<file path="config.mk">
export PLATFORM = sky130hd
export DESIGN_NAME = imem_loader_flat
export DESIGN_NICKNAME = d
export VERILOG_FILES = /design/src/rtl/imem_loader_if.sv /design/src/rtl/imem_loader.sv /design/src/flat_wrapper.sv
export SDC_FILE = /design/constraint.sdc
export NUM_CORES = 1
export LEC_CHECK = 0
export CAP_MARGIN = 25
export CORE_ASPECT_RATIO = 0.9
export CORE_UTILIZATION = 47
export DETAILED_ROUTE_END_ITERATION = 7
export MAX_ROUTING_LAYER = met4
export PLACE_DENSITY_LB_ADDON = 0.05
export SETUP_SLACK_MARGIN = 0.2
export SLEW_MARGIN = 20
export SYNTH_ARGS = -nofsm -noshare
export SYNTH_HDL_FRONTEND = slang
export SYNTH_SLANG_ARGS = --single-unit
</file>
<file path="constraint.sdc">
create_clock -name clk -period 3.09 [get_ports clk]
set_input_delay 0.618 -clock clk [delete_from_list [all_inputs] [get_ports clk]]
set_output_delay 0.618 -clock clk [all_outputs]
set_load 0.005 [all_outputs]
</file>
<file path="src/rtl/imem_loader_if.sv">
// Stream-in / byte-write-out bundle of the instruction memory loader.
// The slave modport is the loader; the master modport is the boot/debug source and memory side.
interface imem_loader_if #(
  parameter int unsigned ADDR_WIDTH = 32,
  parameter int unsigned CNT_WIDTH  = 16
);
  logic                  Start;
  logic [ADDR_WIDTH-1:0] BaseAddress;
  logic [CNT_WIDTH-1:0]  WordCount;
  logic [31:0]           WordData;
  logic                  WordValid;
  logic                  WordReady;
  logic                  MemWriteEnable;
  logic [ADDR_WIDTH-1:0] MemWriteAddress;
  logic [7:0]            MemWriteData;
  logic                  Busy;
  logic                  Done;
  logic                  Error;

  modport master (
    output Start, BaseAddress, WordCount, WordData, WordValid,
    input  WordReady, MemWriteEnable, MemWriteAddress, MemWriteData, Busy, Done, Error
  );

  modport slave (
    input  Start, BaseAddress, WordCount, WordData, WordValid,
    output WordReady, MemWriteEnable, MemWriteAddress, MemWriteData, Busy, Done, Error
  );
endinterface

</file>
<file path="src/rtl/imem_loader.sv">
// Loads 32-bit instruction words from a valid/ready stream into byte-addressable IMEM,
// one little-endian byte write per cycle after each accepted word.
module imem_loader #(
  parameter int unsigned ADDR_WIDTH = 32,
  parameter int unsigned MEM_SIZE   = 1024,
  parameter int unsigned CNT_WIDTH  = 16
) (
  input logic         clk,
  input logic         reset,
  imem_loader_if.slave bus
);

  typedef enum logic [1:0] {IDLE, ACCEPT, WRITE, DONE} state_t;

  localparam logic [ADDR_WIDTH-1:0] MEM_LIMIT = ADDR_WIDTH'(MEM_SIZE);

  state_t                state;
  state_t                state_nx;
  logic [ADDR_WIDTH-1:0] cur_addr;
  logic [CNT_WIDTH-1:0]  remaining;
  logic [31:0]           word;
  logic [1:0]            byte_idx;
  logic                  error_q;

  logic out_of_range;
  logic start_load;
  logic start_bad;
  logic take_word;
  logic range_fault;
  logic write_byte;

  always_ff @(posedge clk or posedge reset) begin
    if (reset) begin
      state <= IDLE;
    end else begin
      state <= state_nx;
    end
  end

  always_comb begin
    state_nx     = state;
    start_load   = 1'b0;
    start_bad    = 1'b0;
    take_word    = 1'b0;
    range_fault  = 1'b0;
    write_byte   = 1'b0;
    // Aligned addresses top out at 2^N-4, so the +3 probe never wraps.
    out_of_range = (cur_addr + ADDR_WIDTH'(3)) >= MEM_LIMIT;

    case (state)
      IDLE: begin
        if (bus.Start) begin
          start_load = 1'b1;
          if (bus.BaseAddress[1:0] != 2'b00) begin
            start_bad = 1'b1;
          end else if (bus.WordCount == '0) begin
            state_nx = DONE;
          end else begin
            state_nx = ACCEPT;
          end
        end
      end
      ACCEPT: begin
        if (out_of_range) begin
          range_fault = 1'b1;
          state_nx    = IDLE;
        end else if (bus.WordValid) begin
          take_word = 1'b1;
          state_nx  = WRITE;
        end
      end
      WRITE: begin
        write_byte = 1'b1;
        if (byte_idx == 2'd3) begin
          state_nx = (remaining == CNT_WIDTH'(1)) ? DONE : ACCEPT;
        end
      end
      DONE:    state_nx = IDLE;
      default: state_nx = IDLE;
    endcase

    bus.WordReady       = (state == ACCEPT) && !out_of_range;
    bus.MemWriteEnable  = (state == WRITE);
    bus.MemWriteAddress = (state == WRITE) ? cur_addr + ADDR_WIDTH'(byte_idx) : '0;
    bus.MemWriteData    = (state == WRITE) ? word[{byte_idx, 3'b000} +: 8] : '0;
    bus.Busy            = (state != IDLE);
    bus.Done            = (state == DONE);
    bus.Error           = error_q;
  end

  always_ff @(posedge clk or posedge reset) begin
    if (reset) begin
      cur_addr  <= '0;
      remaining <= '0;
      word      <= '0;
      byte_idx  <= '0;
      error_q   <= 1'b0;
    end else begin
      if (start_load) begin
        cur_addr  <= bus.BaseAddress;
        remaining <= bus.WordCount;
        error_q   <= start_bad;
      end
      if (range_fault) begin
        error_q <= 1'b1;
      end
      if (take_word) begin
        word     <= bus.WordData;
        byte_idx <= '0;
      end
      if (write_byte) begin
        byte_idx <= byte_idx + 2'd1;
        if (byte_idx == 2'd3) begin
          cur_addr <= cur_addr + ADDR_WIDTH'(4);
          if (remaining != '0) begin
            remaining <= remaining - CNT_WIDTH'(1);
          end
        end
      end
    end
  end

endmodule
</file>
<file path="src/flat_wrapper.sv">
// flat-port wrapper written by rule: the top's interface ports become plain ports
module imem_loader_flat 
#(
  parameter int unsigned ADDR_WIDTH = 32,
  parameter int unsigned MEM_SIZE   = 1024,
  parameter int unsigned CNT_WIDTH  = 16
)
  (clk, reset, bus_Start, bus_BaseAddress, bus_WordCount, bus_WordData, bus_WordValid, bus_WordReady, bus_MemWriteEnable, bus_MemWriteAddress, bus_MemWriteData, bus_Busy, bus_Done, bus_Error);
  imem_loader_if #(.ADDR_WIDTH(ADDR_WIDTH), .CNT_WIDTH(CNT_WIDTH)) bus_i ();
  input logic clk;
  input logic reset;
  input wire logic [$bits(bus_i.Start)-1:0] bus_Start;
  input wire logic [$bits(bus_i.BaseAddress)-1:0] bus_BaseAddress;
  input wire logic [$bits(bus_i.WordCount)-1:0] bus_WordCount;
  input wire logic [$bits(bus_i.WordData)-1:0] bus_WordData;
  input wire logic [$bits(bus_i.WordValid)-1:0] bus_WordValid;
  output wire logic [$bits(bus_i.WordReady)-1:0] bus_WordReady;
  output wire logic [$bits(bus_i.MemWriteEnable)-1:0] bus_MemWriteEnable;
  output wire logic [$bits(bus_i.MemWriteAddress)-1:0] bus_MemWriteAddress;
  output wire logic [$bits(bus_i.MemWriteData)-1:0] bus_MemWriteData;
  output wire logic [$bits(bus_i.Busy)-1:0] bus_Busy;
  output wire logic [$bits(bus_i.Done)-1:0] bus_Done;
  output wire logic [$bits(bus_i.Error)-1:0] bus_Error;
  assign bus_i.Start = bus_Start;
  assign bus_i.BaseAddress = bus_BaseAddress;
  assign bus_i.WordCount = bus_WordCount;
  assign bus_i.WordData = bus_WordData;
  assign bus_i.WordValid = bus_WordValid;
  assign bus_WordReady = bus_i.WordReady;
  assign bus_MemWriteEnable = bus_i.MemWriteEnable;
  assign bus_MemWriteAddress = bus_i.MemWriteAddress;
  assign bus_MemWriteData = bus_i.MemWriteData;
  assign bus_Busy = bus_i.Busy;
  assign bus_Done = bus_i.Done;
  assign bus_Error = bus_i.Error;
  imem_loader #(.ADDR_WIDTH(ADDR_WIDTH), .MEM_SIZE(MEM_SIZE), .CNT_WIDTH(CNT_WIDTH)) u_core (.clk(clk), .reset(reset), .bus(bus_i));
endmodule
</file>
==> results.sh, run 1 <==
export IMPL_status="complete, but fails checks"
export IMPL_violations="negative setup slack"
export IMPL_r2r_cells=15
export IMPL_rr_startpoint="u_core.cur_addr[12]"
export IMPL_drtAntennaViolNets=0
export IMPL_grt_max_degree=86
export IMPL_netlist_instances=693
export IMPL_die_w_um=121
export IMPL_syn_area_um2=6000
export IMPL_hold_viol_final=0
export IMPL_first_pass_iters=5
export IMPL_syn_nets=784
export IMPL_drc=0
export IMPL_setup_slack_ps=-336
export IMPL_insertion_delay_ps=360
export IMPL_worstPathRequired_ps=2470
export IMPL_ir_drop_uv=480
export IMPL_vias=7145
export IMPL_slew_headroom_pct=41.3
export IMPL_final_cell_mix="135 x buf_4, 97 x clkdlybuf4s50_1, 95 x nor2_1, 73 x dfrtp_1, 55 x buf_6"
export IMPL_htreeDepth=3
export IMPL_drtIter0Drc=601
export IMPL_setup_violations=39
export IMPL_clock_path_buffers=2
export IMPL_num_rows=38
export IMPL_fmax_mhz=292
export IMPL_power_density_nw_per_um2=836
export IMPL_dp_hpwl_um=15500
export IMPL_ys_seq_elements=85
export IMPL_startpoint="u_core.cur_addr[12]"
export IMPL_r2r_setup_slack_ps=-240
export IMPL_gp_congestion=0.945
export IMPL_cts_tree="built"
export IMPL_drive_gt1_share_pct=39.1
export IMPL_grt_usage_pct=37.7
export IMPL_crit_path_top_delay_cell="or4_4"
export IMPL_setup_worst_path_start_class="flop"
export IMPL_fp_dieArea_um2=13200
export IMPL_grt_pass1_vias=6794
export IMPL_cts_buffers=9
export IMPL_critPathCapture="bus_WordReady"
export IMPL_dp_slack_ps=-390
export IMPL_grt_ovfl_total=0
export IMPL_path_cells="buf_6, nand4_1, buf_6, or4_4, buf_6, nor3_4, xnor2_2, nand4_1, nor4_2, buf_4, buf_6"
export IMPL_ys_async_sr_fraction_pct=100
export IMPL_finalCritPeriodShare_pct=111
export IMPL_cpMostUsedCell="buf_6"
export IMPL_hold_path_class="reg2reg"
export IMPL_grt_pass1_wl_um=36300
export IMPL_core_um2=12300
export IMPL_netSwitchingFraction_pct=46.4
export IMPL_worstPathArrival_ps=2810
export IMPL_fin_crit_ps=3430
export IMPL_syn_to_final_growth_pct=64.1
export IMPL_synth_cell_types=63
export IMPL_rr_endpoint="u_core.word[24]"
export IMPL_pwr_share_clk_pct=13.5
export IMPL_avgSynthCellArea_um2=8.66
export IMPL_multi_input_area_um2=4130
export IMPL_path_class="reg2out"
export IMPL_final_nets=1068
export IMPL_yosys_warnings=0
export IMPL_start_util_pct=48.9
export IMPL_routed_wl_um=24900
export IMPL_rsz0062_at_grt="true"
export IMPL_wire_per_inst_um=21.8
export IMPL_fin_skew_ps=10.9
export IMPL_drv_cap=0
export IMPL_hold_depth=2
export IMPL_synth_edf_count=0
export IMPL_path_clk_slew_ps=70
export IMPL_clock_sinks=85
export IMPL_p_leak_nw=4.31
export IMPL_port_buffers=128
export IMPL_slew_viol_final=0
export IMPL_insertedDiodeCount=0
export IMPL_crit_fanout=4
export IMPL_io_pins=129
export IMPL_internal_power_mw=4.41
export IMPL_cpPeakStageDelay_ps=540
export IMPL_layout_commonest_cell="buf_4"
export IMPL_dominantRegCellSynth="dfrtp_1"
export IMPL_seqCellArea_um2=2140
export IMPL_fp_dieH_um=109
export IMPL_fillers=775
export IMPL_total_power_mw=8.23
export IMPL_cts_root_buffer_cell="clkbuf_16"
export IMPL_worstMarginPinSlew_ps=878
export IMPL_p_switching_mw=3.82
export IMPL_antenna_found_initial=0
export IMPL_viasPerCell=6.26
export IMPL_pwr_share_comb_pct=62.8
export IMPL_synth_seq_area_share_pct=35.5
export IMPL_seqPwrFrac_pct=23.6
export IMPL_endpoint_kind="output pin"
export IMPL_fin_util_pct=80.3
-- cell usage after synthesis, drive strengths merged (3+ instances only) --
cell type,instances,area [um2]
o211ai,4,30.0
nand2,59,221
nor4,20,168
xor2,16,140
nor3,26,135
o31ai,3,22.5
ha,6,75.1
o221a,6,67.6
and4,3,26.3
a211oi,8,60.1
mux2,32,469
and2,15,93.8
nand2b,3,18.8
xnor2,15,131
dfrtp,85,2130
a21oi,50,250
a211o,5,43.8
mux4,8,180
a311oi,13,114
nor2,102,383
nand4,22,159
o21ai,38,190
a31oi,3,18.8
inv,14,52.6
nand3,31,173
or3,11,73.8
and3,6,37.5
or4,3,22.5
clkbuf,36,138
o22ai,9,56.3
buf,18,111
-- power groups by stage --
| stage | clock network, mW | registers (mW) | logic [mW] |
|---|---|---|---|
| 3_3_place_gp | 0 | 1.85 | 4.07 |
| 5_1_grt | 1.16 | 1.97 | 5.46 |
| 3_5_place_dp | 0 | 1.88 | 4.13 |
| 6_report | 1.11 | 1.95 | 5.17 |
| 2_1_floorplan | 0 | 1.72 | 2.22 |
| 4_1_cts | 1.12 | 1.88 | 4.65 |
-- final cells by class --
cell class,count,share of cell area (%)
inverters,14,0.572
well taps,160,2.03
flip-flops and latches,85,21.8
clock buffers,9,2.29
multi-input cells,540,42.0
repair buffers,327,30.6
clock inverters,7,0.750
-- metal layers --
layer / vias up / GRT usage (%) / share of wire, % / wire length (um)
li1: 3110 / - / - / -
met1: 3489 / 46.0 / 40 / 9980
met2: 468 / 59.4 / 47 / 11800
met3: 78 / 9.31 / 8.8 / 2180
met4: 0 / 16.3 / 3.6 / 894
met5: - / - / 0 / 0
-- logic make-up after synthesis --
logic type	Yosys count	share of synthesized area [%]
AND/OR/NAND/NOR	304	25.5
AO/OA/AOI/OAI	156	16.7
flip-flops	85	35.5
buffers and inverters	68	5.03
multiplexers	42	11.2
XOR/XNOR	31	4.53
adder cells (fa/ha/maj)	7	1.59
-- through the flow --
step / area (um2) / setup TNS, ps / hold slack (ps) / std cells
2_1_floorplan: 6070 / 0 / 451 / 693
3_3_place_gp: 8260 / -4230 / 478 / 1052
3_5_place_dp: 8260 / -6060 / 488 / 1052
4_1_cts: 9430 / -5260 / 509 / 1117
5_1_grt: 9850 / -11000 / 523 / 1142
6_report: 9850 / -8130 / 501 / 1142
-- timing repair --
item | 4_1_cts | 5_1_grt
cloned | 4 | 0
hold buffers | 0 | 0
pin swaps | 57 | 35
buffers inserted | 45 | 25
endpoints found under the setup margin | 66 | 67
gates resized for setup | 191 | 75
-- flip-flops by register name, indices dropped and copies added (netlist names) --
signal and count:
u_core.bus.Error 1, u_core.remaining 16, u_core.byte_idx 2, u_core.state 2, u_core.cur_addr 32, u_core.word 32
-- worst max-delay path, delay by kind of cell (launching register included) --
family | cells | cell delay [ps]
and+or+nand+nor | 5 | 1180
buffers and inverters | 5 | 680
DFF | 1 | 440
xor gates and xnor gates | 1 | 150
-- worst min-delay path by stage --
stage                                end  slack, ps                  from
CTS                      u_core.word[23]        510       u_core.word[23]
floorplan           u_core.remaining[15]        450  u_core.remaining[15]
detailed placement       u_core.word[23]        490       u_core.word[23]
global route              u_core.word[2]        520        u_core.word[2]
finish                  u_core.bus.Error        500      u_core.bus.Error
global placement    u_core.remaining[15]        480  u_core.remaining[15]
Power figures use the tool's default switching activity.
==> run 2: changes to the inputs <==
--- a/config.mk
+++ b/config.mk
@@ -11,6 +11,7 @@
 export DETAILED_ROUTE_END_ITERATION = 7
 export MAX_ROUTING_LAYER = met4
 export PLACE_DENSITY_LB_ADDON = 0.05
+export REMOVE_ABC_BUFFERS = 1
 export SETUP_SLACK_MARGIN = 0.2
 export SLEW_MARGIN = 20
 export SYNTH_ARGS = -nofsm -noshare
==> results.sh, run 2 (synthesized netlist as in run 1, its figures left out) <==
export IMPL_antenna_found_initial=0
export IMPL_dpl_cell_count=1059
export IMPL_final_nets=1065
export IMPL_cts_tree="built"
export IMPL_p_switching_mw=3.68
export IMPL_power_density_nw_per_um2=831
export IMPL_start_util_pct=48.9
export IMPL_gp_congestion=0.988
export IMPL_io_pins=129
export IMPL_drive_gt1_share_pct=36.7
export IMPL_pwr_share_comb_pct=62.9
export IMPL_violations="negative setup slack"
export IMPL_seqCellArea_um2=2140
export IMPL_drtAntennaViolNets=0
export IMPL_rsz0062_at_grt="true"
export IMPL_internal_power_mw=4.32
export IMPL_setup_slack_ps=-373
export IMPL_critPathBufInv=5
export IMPL_cts_buffers=9
export IMPL_cpPeakStageDelay_ps=390
export IMPL_syn_to_final_growth_pct=60.5
export IMPL_worstMarginPinSlew_ps=729
export IMPL_multi_input_area_um2=4010
export IMPL_p_leak_nw=4.27
export IMPL_die_w_um=121
export IMPL_path_delay_family="simple AND/OR/NAND/NOR gates"
export IMPL_grt_max_degree=36
export IMPL_dp_hpwl_um=15300
export IMPL_fillers=815
export IMPL_finalCritPeriodShare_pct=112
export IMPL_endpoint_kind="output pin"
export IMPL_ir_drop_uv=393
export IMPL_grt_pass1_vias=6665
export IMPL_insertedDiodeCount=0
export IMPL_fin_crit_ps=3460
export IMPL_setup_violations=42
export IMPL_crit_fanout=5
export IMPL_worstPathRequired_ps=2470
export IMPL_core_um2=12300
export IMPL_wire_per_inst_um=21.7
export IMPL_first_pass_iters=6
export IMPL_fp_dieArea_um2=13200
export IMPL_netSwitchingFraction_pct=46.0
export IMPL_clock_sinks=85
export IMPL_drc=0
export IMPL_ctsHoldBuffers=0
export IMPL_viasPerCell=6.23
export IMPL_setup_worst_path_start_class="flop"
export IMPL_htreeDepth=3
export IMPL_grt_usage_pct=36.4
export IMPL_worstPathArrival_ps=2840
export IMPL_fmax_mhz=289
export IMPL_grt_ovfl_total=0
export IMPL_path_class="reg2out"
export IMPL_cts_root_buffer_cell="clkbuf_16"
export IMPL_fp_dieH_um=109
export IMPL_slew_headroom_pct=51.3
export IMPL_crit_path_top_delay_cell="dfrtp_1"
export IMPL_instances_no_fill=1138
export IMPL_layout_commonest_cell="buf_4"
export IMPL_drv_cap=0
export IMPL_fin_skew_ps=13.2
export IMPL_hold_path_class="reg2reg"
export IMPL_final_cell_mix="148 x buf_4, 97 x clkdlybuf4s50_1, 93 x nor2_1, 74 x dfrtp_1, 53 x nand2_1"
export IMPL_num_rows=38
export IMPL_seqPwrFrac_pct=23.8
export IMPL_dp_slack_ps=-468
export IMPL_vias=7085
export IMPL_cpMostUsedCell="buf_6"
export IMPL_port_buffers=128
export IMPL_pwr_share_clk_pct=13.3
export IMPL_drtIter0Drc=766
export IMPL_reg_top3="u_core.cur_addr x32, u_core.word x32, u_core.remaining x16"
export IMPL_hold_viol_final=0
export IMPL_path_cells="buf_6, ha_4, nand3_4, buf_6, nor4_4, o211ai_1, a221oi_1, nand4_1, buf_4, nor4_4, buf_4, buf_6"
export IMPL_grt_pass1_wl_um=35500
export IMPL_slew_viol_final=0
export IMPL_path_clk_slew_ps=70
export IMPL_insertion_delay_ps=350
export IMPL_status="complete, but fails checks"
export IMPL_routed_wl_um=24700
export IMPL_clock_path_buffers=2
run 2: changes by cell type in the layout (fill, tap and decap cells not counted), moves of 6 or more:
cell     before  now
buf_4       135  148
buf_6        55   43
buf_2        20   12
nand2_1      47   53
nand2_2       9    3
run 2: worst register-to-register path: cells and delay by family, from the launching register on:
family | cells | cell delay [ps]
mux | 1 | 300
buf+inv | 6 | 910
fa+ha+maj | 1 | 130
simple gates | 5 | 1070
compound gates | 2 | 420
flops | 1 | 390
run 2: final timing paths:
path                       depth (start not counted)                  from                   end  slack [ps]
min reg2reg                                        1  u_core.remaining[15]  u_core.remaining[15]         510
max in group asynchronous                          3                 reset   u_core.cur_addr[11]        1690
max reg2reg                                       15    u_core.cur_addr[2]       u_core.word[25]        -250
max                                               12    u_core.cur_addr[2]         bus_WordReady        -370
min                                                1  u_core.remaining[15]  u_core.remaining[15]         510
min in group asynchronous                          2                 reset       u_core.word[21]         650
run 2: layer usage:
| layer | track usage [%] | wire length, um |
|---|---|---|
| met1 | 46.9 | 9870 |
| met2 | 55.8 | 11500 |
| met3 | 8.84 | 2530 |
| met4 | 12.7 | 765 |
| met5 | - | 0 |
run 2: power groups by stage:
stage,Combinational (mW),Sequential [mW],Clock (mW)
after detailed placement,4.03,1.88,0
after floorplan,1.73,1.98,0
after CTS,4.55,1.85,1.08
after global placement,3.96,1.85,0
after global routing,5.30,1.93,1.12
final,5.03,1.90,1.07
run 2: layout make-up:
class                      instances  share of cell area [%]
clock inverter                     4                   0.325
timing repair buffer             324                    30.5
multi-input combinational        540                    41.7
tap                              160                    2.08
inverter                          14                   0.598
sequential                        85                    22.2
clock buffer                      11                    2.63
run 2: metrics by stage:
| step | TNS, ps | hold slack, ps | power, mW | area, um2 | utilization (%) |
|---|---|---|---|---|---|
| floorplan | -7220 | 451 | 3.72 | 5750 | - |
| global placement | -1470 | 472 | 5.81 | 8250 | 67.2 |
| detailed placement | -3160 | 483 | 5.91 | 8250 | 67.2 |
| CTS | -8180 | 508 | 7.48 | 9270 | 75.6 |
| global route | -12910 | 530 | 8.35 | 9630 | 78.5 |
| finish | -8200 | 512 | 8.00 | 9630 | 78.5 |
run 2: what timing repair did:
action,4_1_cts,5_1_grt
pin swaps,41,34
gates cloned,3,1
setup buffers,35,25
gates resized for setup,166,61
endpoints found under the setup margin,66,65
==> patch: new RTL, settings of run 1 <==
Encoding of `state_t`: now one-hot (4 bits for 4 states).
--- a/src/rtl/imem_loader.sv
+++ b/src/rtl/imem_loader.sv
@@ -11,5 +11,5 @@
 );
 
-  typedef enum logic [1:0] {IDLE, ACCEPT, WRITE, DONE} state_t;
+  typedef enum logic [3:0] {IDLE = 4'b0001, ACCEPT = 4'b0010, WRITE = 4'b0100, DONE = 4'b1000} state_t;
 
   localparam logic [ADDR_WIDTH-1:0] MEM_LIMIT = ADDR_WIDTH'(MEM_SIZE);
Behaviour: no difference found for any inputs over 10 cycles, from zero or initial values and one cycle with reset high; not proved beyond that.
==> patch against run 1 <==
- the flow still finishes with violations (negative setup slack)
- total power down 14%
- synthesized cell count down 1.7%
- cell area fell by 2.5%
- sequential cell count is 2 higher
- synthesized area fell by 1.8%
- setup slack better by 0.073 ns
- maximum frequency increased by 2.2%
- routed wire length fell by 5.4%
- critical path type unchanged
- critical endpoint unchanged
- largest power group unchanged
==> patch: results (changes against run 1) <==
synthToLayoutAreaGrowth_pct: 62.98
wl_per_cell_um: 20.79  # -4.5%
ys_seq_area_frac: 0.3698  # +0.01519
grt_usage: 0.3612  # -0.01557
dp.cells: 1048  # -0.38%
skew_ns: 0.01549  # +0.004545 ns
arrival_ns: 2.74  # -0.07 ns
final.setup.tns_ns: -6.041  # +2.091 ns
grt_max_degree: 56  # -35%
async_flop_share: 1.000  # unchanged
cts_setup_buffers: 38  # -16%
failed_checks: "negative setup slack"
clkTransAtPathRegs_ns: 0.07  # about the same
synth_compound_area_frac: 0.1631  # -0.003957
syn_area_per_cell_um2: 8.650  # about the same
fillerInstances: 790  # +1.9%
hold_depth: 1  # -1
drive_above_1_share: 0.3811  # -0.009988
yosys-top-cells-count: "nor2_1, dfrtp_1, nand2_1, a21oi_1, o21ai_0"
path_max_fanout: 4  # unchanged
nets: 1057  # -1.0%
r2r_end: "u_core.word[23]"
synth_top_family_by_area: "simple AND/OR/NAND/NOR gates"
slowest_delay_ns: 0.41  # -0.13 ns
r2r-start: "u_core.cur_addr[2]"
ys_types: 65  # +3.2%
grt_pass1_wl_mm: 34.91  # -3.8%
via_per_inst: 6.064  # -3.1%
hp-start: "u_core.word[19]"
muxShareOfSynthArea: 0.09537  # -0.01623
outcome: "finished with violations"
portBuffers: 128  # unchanged
synth_fa_ha_area_frac: 0.01614  # +0.0002896
endpoint: "bus_WordReady"
leakage_nw: 4.255  # -1.2%
drt_wl_total_mm: 23.51  # -5.4%
finalSetupViolations: 39  # unchanged
worst_pin_slew_ns: 0.7027  # -0.1749 ns
synthesis.nets: 772  # -1.5%
swShare: 0.4249  # -0.03924
crit_slowest_cell: "dfrtp_1"
ir_drop_uv: 455.2  # -5.2%
synth_area_leaders: "dfrtp_1, nor2_1, mux2_2, a21oi_1, nand2_1"
synth-xor-area-share: 0.04907  # +0.003801
dp_hpwl_mm: 14.69  # -5.3%
clk_latency_ns: 0.36  # about the same
grt_pass1_vias: 6660  # -2.0%
worstSetupPathType: "flip-flop to output port"
place_congestion: 0.9053  # -4.2%
place_area_um2: 8120  # -1.7%
r2r_slack_ns: -0.22  # +0.02 ns
pre_cts_ws_ns: -0.1820  # +0.2083 ns
setup_slack_ns: -0.2637  # +0.07271 ns
whs_ns: 0.4900  # -0.01095 ns
drtIter0Drc: 838  # +39%
holdPathEnd: "u_core.word[19]"
rr_worst_depth: 15  # unchanged
diodes: 0  # unchanged
cts_resized: 183  # -4.2%
cts-root-buf: "clkbuf_16"
[patch: cell types whose count changed after synthesis, moves of 4 or more]
cell             run 1  this run
mux2_2               3        28
and4_1               3         9
nand4_1             20        16
mux2_4              29         0
mux2_1               0         5
clkbuf_1            34        29
inv_1               14        20
a311oi_1            13         8
nor3_1              25        20
nor4_1              16         8
[patch: layout make-up]
class                      instances  area share
sequential                        87      0.2277
inverter                          20    0.007950
multi-input combinational        531      0.4173
tap                              160     0.02085
timing repair buffer             317      0.2953
clock buffer                      10     0.02385
clock inverter                     6    0.007038
[patch: routing by layer]
layer | part of all wire | GRT usage
met1 | 0.41 | 0.4488
met4 | 0.029 | 0.1250
met2 | 0.48 | 0.5952
met3 | 0.080 | 0.06276
met5 | 0 | -
[patch: power groups by stage]
stage                     clock network [mW]  registers, mW  logic, mW
after floorplan                            0           1.76       1.65
after global placement                     0           1.87       2.89
after detailed placement                   0           1.89       2.94
after CTS                               1.14           1.89       3.39
after global routing                    1.18           1.98       4.21
final                                   1.13           1.94       3.98
